===== config.mk =====
export PLATFORM = sky130hd
export DESIGN_NAME = uart_tx_fifo
export DESIGN_NICKNAME = d
export VERILOG_FILES = /design/src/rtl/uart_tx_fifo.sv
export SDC_FILE = /design/constraint.sdc
export NUM_CORES = 1
export LEC_CHECK = 0
export ABC_AREA = 1
export CORE_ASPECT_RATIO = 1.5
export CORE_MARGIN = 2
export CORE_UTILIZATION = 40
export CTS_CLUSTER_DIAMETER = 60
export DETAILED_ROUTE_END_ITERATION = 7
export GPL_ROUTABILITY_DRIVEN = 0
export GPL_TIMING_DRIVEN = 0
export PLACE_DENSITY = 0.54
export REMOVE_ABC_BUFFERS = 1
export SLEW_MARGIN = 25
export SYNTH_ARGS = -nofsm -noshare
export SYNTH_HDL_FRONTEND = slang
export SYNTH_SLANG_ARGS = --single-unit

===== constraint.sdc =====
create_clock -name Clk -period 2.71 [get_ports Clk]
set_input_delay 0.4065 -clock Clk [delete_from_list [all_inputs] [get_ports Clk]]
set_output_delay 0.4065 -clock Clk [all_outputs]
set_load 0.01 [all_outputs]

===== src/rtl/uart_tx_fifo.sv =====
// Buffered UART transmitter: a circular byte FIFO drained back-to-back onto the serial line.
// Frame format (parity, stop bits) is fixed at build time; baud rate is latched per frame.
module uart_tx_fifo #(
  parameter int unsigned CLK_FREQ   = 50_000_000,
  parameter int unsigned FIFO_DEPTH = 16,
  parameter int unsigned PARITY_EN  = 0,
  parameter int unsigned PARITY_ODD = 0,
  parameter int unsigned STOP_BITS  = 1
) (
  input  logic                          Clk,
  input  logic                          Rst_n,
  input  logic [2:0]                    baud_set,
  input  logic                          wr_en,
  input  logic [7:0]                    wr_data,
  output logic                          full,
  output logic [$clog2(FIFO_DEPTH):0]   fifo_level,
  output logic                          overflow,
  output logic                          Rs232_Tx,
  output logic                          tx_busy,
  output logic                          Tx_Done
);

  localparam int unsigned PtrW   = $clog2(FIFO_DEPTH);
  localparam int unsigned LevelW = PtrW + 1;

  localparam int unsigned Div9600   = CLK_FREQ / 9600 - 1;
  localparam int unsigned Div19200  = CLK_FREQ / 19200 - 1;
  localparam int unsigned Div38400  = CLK_FREQ / 38400 - 1;
  localparam int unsigned Div57600  = CLK_FREQ / 57600 - 1;
  localparam int unsigned Div115200 = CLK_FREQ / 115200 - 1;

  // The slowest rate has the largest divider, so it sets the counter width.
  localparam int unsigned DivW = ($clog2(CLK_FREQ / 9600) > 0) ? $clog2(CLK_FREQ / 9600) : 1;

  localparam logic LastStop = (STOP_BITS == 2);

  typedef enum logic [2:0] {
    StIdle,
    StStart,
    StData,
    StParity,
    StStop
  } state_e;

  state_e state_q, state_d;

  logic [DivW-1:0]   baud_cnt_q, baud_cnt_d;
  logic [DivW-1:0]   div_q, div_d;
  logic [DivW-1:0]   div_sel;
  logic [2:0]        bit_cnt_q, bit_cnt_d;
  logic              stop_cnt_q, stop_cnt_d;
  logic [7:0]        shift_q, shift_d;
  logic              parity_q, parity_d;
  logic              tx_q, tx_d;
  logic              done_q, done_d;
  logic              ovf_q, ovf_d;

  logic [7:0]        mem_q [FIFO_DEPTH];
  logic [PtrW-1:0]   wr_ptr_q, wr_ptr_d;
  logic [PtrW-1:0]   rd_ptr_q, rd_ptr_d;
  logic [LevelW-1:0] level_q, level_d;

  logic              push;
  logic              pop;
  logic              start_frame;
  logic              bit_end;
  logic              fifo_empty;
  logic              fifo_full;
  logic [7:0]        head;

  always_comb begin
    case (baud_set)
      3'd0:    div_sel = DivW'(Div9600);
      3'd1:    div_sel = DivW'(Div19200);
      3'd2:    div_sel = DivW'(Div38400);
      3'd3:    div_sel = DivW'(Div57600);
      default: div_sel = DivW'(Div115200);
    endcase
  end

  assign fifo_empty = (level_q == '0);
  assign fifo_full  = (level_q == LevelW'(FIFO_DEPTH));
  assign head       = mem_q[rd_ptr_q];
  assign bit_end    = (baud_cnt_q == div_q);

  // Fullness is judged on the registered level, so a pop in the same cycle cannot make room.
  assign push  = wr_en && !fifo_full;
  assign ovf_d = wr_en && fifo_full;

  always_comb begin
    state_d     = state_q;
    baud_cnt_d  = bit_end ? '0 : baud_cnt_q + DivW'(1);
    div_d       = div_q;
    bit_cnt_d   = bit_cnt_q;
    stop_cnt_d  = stop_cnt_q;
    shift_d     = shift_q;
    parity_d    = parity_q;
    tx_d        = tx_q;
    done_d      = 1'b0;
    pop         = 1'b0;
    start_frame = 1'b0;

    unique case (state_q)
      StIdle: begin
        baud_cnt_d = '0;
        if (!fifo_empty) start_frame = 1'b1;
      end
      StStart: begin
        if (bit_end) begin
          state_d   = StData;
          tx_d      = shift_q[0];
          bit_cnt_d = '0;
        end
      end
      StData: begin
        if (bit_end) begin
          if (bit_cnt_q == 3'd7) begin
            if (PARITY_EN != 0) begin
              state_d = StParity;
              tx_d    = parity_q;
            end else begin
              state_d    = StStop;
              tx_d       = 1'b1;
              stop_cnt_d = 1'b0;
            end
          end else begin
            bit_cnt_d = bit_cnt_q + 3'd1;
            shift_d   = {1'b0, shift_q[7:1]};
            tx_d      = shift_q[1];
          end
        end
      end
      StParity: begin
        if (bit_end) begin
          state_d    = StStop;
          tx_d       = 1'b1;
          stop_cnt_d = 1'b0;
        end
      end
      StStop: begin
        if (bit_end) begin
          if (stop_cnt_q == LastStop) begin
            done_d = 1'b1;
            if (!fifo_empty) start_frame = 1'b1;
            else state_d = StIdle;
          end else begin
            stop_cnt_d = 1'b1;
          end
        end
      end
      default: state_d = StIdle;
    endcase

    // Shared by the idle launch and the gapless stop-to-start chain.
    if (start_frame) begin
      pop        = 1'b1;
      state_d    = StStart;
      shift_d    = head;
      parity_d   = (PARITY_ODD != 0) ? ~^head : ^head;
      div_d      = div_sel;
      baud_cnt_d = '0;
      bit_cnt_d  = '0;
      tx_d       = 1'b0;
    end
  end

  always_comb begin
    wr_ptr_d = push ? wr_ptr_q + PtrW'(1) : wr_ptr_q;
    rd_ptr_d = pop ? rd_ptr_q + PtrW'(1) : rd_ptr_q;
    unique case ({push, pop})
      2'b10:   level_d = level_q + LevelW'(1);
      2'b01:   level_d = level_q - LevelW'(1);
      default: level_d = level_q;
    endcase
  end

  always_ff @(posedge Clk) begin
    if (push) mem_q[wr_ptr_q] <= wr_data;
  end

  always_ff @(posedge Clk) begin
    if (!Rst_n) begin
      state_q    <= StIdle;
      baud_cnt_q <= '0;
      div_q      <= '0;
      bit_cnt_q  <= '0;
      stop_cnt_q <= 1'b0;
      shift_q    <= '0;
      parity_q   <= 1'b0;
      tx_q       <= 1'b1;
      done_q     <= 1'b0;
      ovf_q      <= 1'b0;
      wr_ptr_q   <= '0;
      rd_ptr_q   <= '0;
      level_q    <= '0;
    end else begin
      state_q    <= state_d;
      baud_cnt_q <= baud_cnt_d;
      div_q      <= div_d;
      bit_cnt_q  <= bit_cnt_d;
      stop_cnt_q <= stop_cnt_d;
      shift_q    <= shift_d;
      parity_q   <= parity_d;
      tx_q       <= tx_d;
      done_q     <= done_d;
      ovf_q      <= ovf_d;
      wr_ptr_q   <= wr_ptr_d;
      rd_ptr_q   <= rd_ptr_d;
      level_q    <= level_d;
    end
  end

  assign full       = fifo_full;
  assign fifo_level = level_q;
  assign overflow   = ovf_q;
  assign Rs232_Tx   = tx_q;
  assign tx_busy    = (state_q != StIdle);
  assign Tx_Done    = done_q;

endmodule


==> results.md, run 1 <==
- Status: complete, no violations
- WL per Instance: 17.6 microns
- Port bufs: 23
- Sequential fraction of the synthesis area: 63.7%
- Clock buffer depth: 2
- Routed vias: 5,580
- Critical setup path kind: reg2reg
- CTS tree: done
- Worst setup margin: 0.204 ns
- Asr flop ratio synth: 0%
- DRC Markers: 0
- Area Growth Syn to Fin: 14.5%
- Largest net degree at the start of global routing: 66
- Pre-CTS setup slack: -0.530 ns
- Max Slew Vio Count: 0
- HP Class: reg2reg
- Synthesized area per cell: around 10 sq um
- Minimum clock period: between 2 and 3 ns
- Max Clock Skew: 0.0138 ns
- Initial Util: 40.8%
- Mapped Area: 7860 sq um
- IO Count: 24
- Most frequent cells in the layout: 128 x edfxtp_1, 113 x nor2_1, 109 x nand2_1, 90 x o21ai_0, 53 x dfxtp_1
- Max VDD drop: 0.593 mV
- Cell family contributing the most delay on the critical path: simple AND/OR/NAND/NOR gates
- Worst path required time: ~3 ns
- Sw frac: around 37%
- Crit path DAT: about 2.9 ns
- Clock latency at the later pin of the worst-skew pair: 0.43 ns
- Core Region: 19,200 sq um
- Worst path max stage delay: 0.36 ns
- Layout cell share with drive strength beyond 1: 9.69%
- Clk sinks: around 190
- Worst Max-Slew Pin Slew: 0.878 ns
- Layout Cells excl Fill: around 1.1k
- Most common cell after layout, fill and taps aside: edfxtp_1
- EDFF count, synth: 128
- Fill cell count: approximately 1.8k
- Num CTS Buffers: 17
- Via/cell ratio: 5.31
- Worst-path clk slew: 0.07 ns
- Crit. End Element: flop
- Routed WL: 18,500 microns
- Initial antenna violation count: 0
- Synth Warn #: 0
- Comb pwr share: 31.7%
- Max-Cap Viols: 0
- Clk pwr share: 27.9%
- FF+latch count, synth: 186
- Max Freq: 0.399 GHz
- Vias in the first global route: approximately 5.5k
- Final worst-path cycle share: around 92%
- Net Sw Power: 3.20 mW
- HPWL after DPL: 11,800 microns
- CP startpoint kind: flop
- Row count: 62
- Reg power frac: 40.5%
- Die Y: 176 microns
- Power Density: 969 nW/um^2
- Static Leak: 3.16 nW
- Slowest CP cell: dfxtp_1
- Crit-path cells: inv_1, nand2_1, nand2_1, nor2_1, nand2_1, nor2_4, nand2_4, nand2_8, nand2_8, clkinv_8, ha_4, xor2_2, ha_1, inv_1, nand2_1, nand2_1, nand2_1, nand2_1, nand2_1, nand2_1, a21oi_2
- Crit-path most repeated cell: nand2_1
- GRT overflow: 0
- Initial drt markers: 325
- Post-route ant nets: 0
- Die area: 20,800 sq um
- Ys flop type: edfxtp_1
- Cell Count Post-Placement: 1,016
- Crit path buffers/inverters: 3
- Drt first pass iters: 6
- RSZ-0062 raised after global routing: yes
- Die X: about 120 microns
- First-pass GRT wire length: 29,300 microns
- Setup violations, final: 0
- Pint: between 5 and 6 mW
- Gate Count Post-Synth: 764
- Final hold violation count: 0
- N_diodes: 0
- Crit-path max FO: 18
- GRT Total Usage: a little under a fifth
- H-tree Lvls: 4
- Slew HR: 41.3%
- CTS root buf: clkbuf_16
- Nets: 808
- Unique masters post-synth: 43
-- registers in the layout, indices dropped and copies added (netlist names), 3 cells and up, named ones only --
signal / flops
shift_q: 8
wr_ptr_q: 4
bit_cnt_q: 3
state_q: 3
fifo_level: 5
rd_ptr_q: 4
baud_cnt_q: 13
div_q: 11
mem_q: 128
-- synth_stat cells (2+ instances only) --
master,n,area (sq um)
o22ai_1,22,138
o21ai_1,4,20.0
nor3b_1,2,15.0
inv_2,10,37.5
nand2_8,2,40.0
nor2_4,3,33.8
o21ai_0,90,450
nor3_1,5,25.0
ha_1,11,138
and3_1,3,18.8
a211oi_1,3,22.5
nor2_2,3,18.8
o211ai_1,4,30.0
buf_2,2,10.0
nor2_1,117,439
dfxtp_1,58,1160
edfxtp_1,128,3840
inv_1,52,195
xor2_1,7,61.3
a31oi_1,3,18.8
nand2_1,109,409
xnor2_1,2,17.5
a21oi_1,23,115
clkinv_1,4,15.0
nand4_1,6,37.5
nand3_1,39,195
nor4_1,2,12.5
o221ai_1,11,96.3
clkbuf_1,24,90.1
buf_6,2,22.5
-- routing by layer --
metal / share of wire (%) / vias to the layer above / track usage (%)
met1: 40 / 2716 / 21.4
li1: - / 2694 / -
met5: 0 / - / 0
met2: 53 / 140 / 33.1
met4: 2.6 / 0 / 6.75
met3: 3.9 / 30 / 3.41
-- worst register-to-register path, delay by kind of cell, from the launching register on --
family / cells / cell delay (ns)
xor+xnor: 1 / 0.18
simple gates: 14 / 1.20
buf+inv: 3 / 0.23
fa+ha+maj: 2 / 0.34
flops: 1 / 0.36
compound gates: 1 / 0.11
-- power groups by stage --
stage | sequential (mW) | clock, mW | combinational (mW)
finish | 3.53 | 2.43 | 2.76
global route | 3.56 | 2.58 | 3.10
CTS | 3.56 | 2.47 | 2.60
detailed placement | 3.61 | 0 | 2.55
global placement | 3.60 | 0 | 2.49
floorplan | 3.51 | 0 | 1.79
-- final timing paths --
path                  startpoint       endpoint  slack, ns  depth (start not counted)
hold / removal        shift_q[7]     shift_q[7]       0.48                          2
setup / recovery  baud_cnt_q[10]  fifo_level[4]       0.20                         21
hold reg to reg       shift_q[7]     shift_q[7]       0.48                          2
setup reg to reg  baud_cnt_q[10]  fifo_level[4]       0.20                         21
-- per-stage QoR --
stage	total power, mW	area (sq um)	hold WS, ns	utilization (%)	setup TNS (ns)
floorplan	5.29	7730	0.440	-	-5.72
global placement	6.08	8280	0.450	43.1	-27.74
detailed placement	6.17	8310	0.467	43.2	-6.34
CTS	8.63	8920	0.479	46.4	0
global route	9.24	9000	0.504	46.8	-0.974
finish	8.72	9000	0.476	46.8	0
-- area by class of cell --
cell class              instances  area, sq um  share of cell area, %
clock inverters                14          158                   1.75
inverters                      67          274                   3.05
clock buffers                  17          425                   4.73
repair inverters                1         7.51                 0.0834
multi-input cells             483         2510                   27.9
repair buffers                 27          285                   3.17
flip-flops and latches        186         5020                   55.8
well taps                     256          320                   3.56
-- what timing repair did --
action / in CTS / in global routing
gates resized for setup: 8 / 10
buffers inserted: 0 / 3
endpoints found under the setup margin: 16 / 13
hold buffers: 0 / 0
gates cloned: 1 / 0
-- cell families after synthesis --
kind of cell	count (synthesis)	share of synthesized area, %
flops	186	63.7
compound gates	166	12.1
buf+inv	95	4.79
simple gates	297	16.7
xor+xnor	9	1.00
fa+ha+maj	11	1.75
No activity file was read; power rests on OpenSTA's default activity.
==> inputs of run 2 (changes only) <==
--- a/config.mk
+++ b/config.mk
@@ -6,6 +6,7 @@
 export NUM_CORES = 1
 export LEC_CHECK = 0
 export ABC_AREA = 1
+export CAP_MARGIN = 15
 export CORE_ASPECT_RATIO = 1.5
 export CORE_MARGIN = 2
 export CORE_UTILIZATION = 40
==> results of run 2 <==
Same layout as run 1: the final DEF is identical, and so are final timing and power.
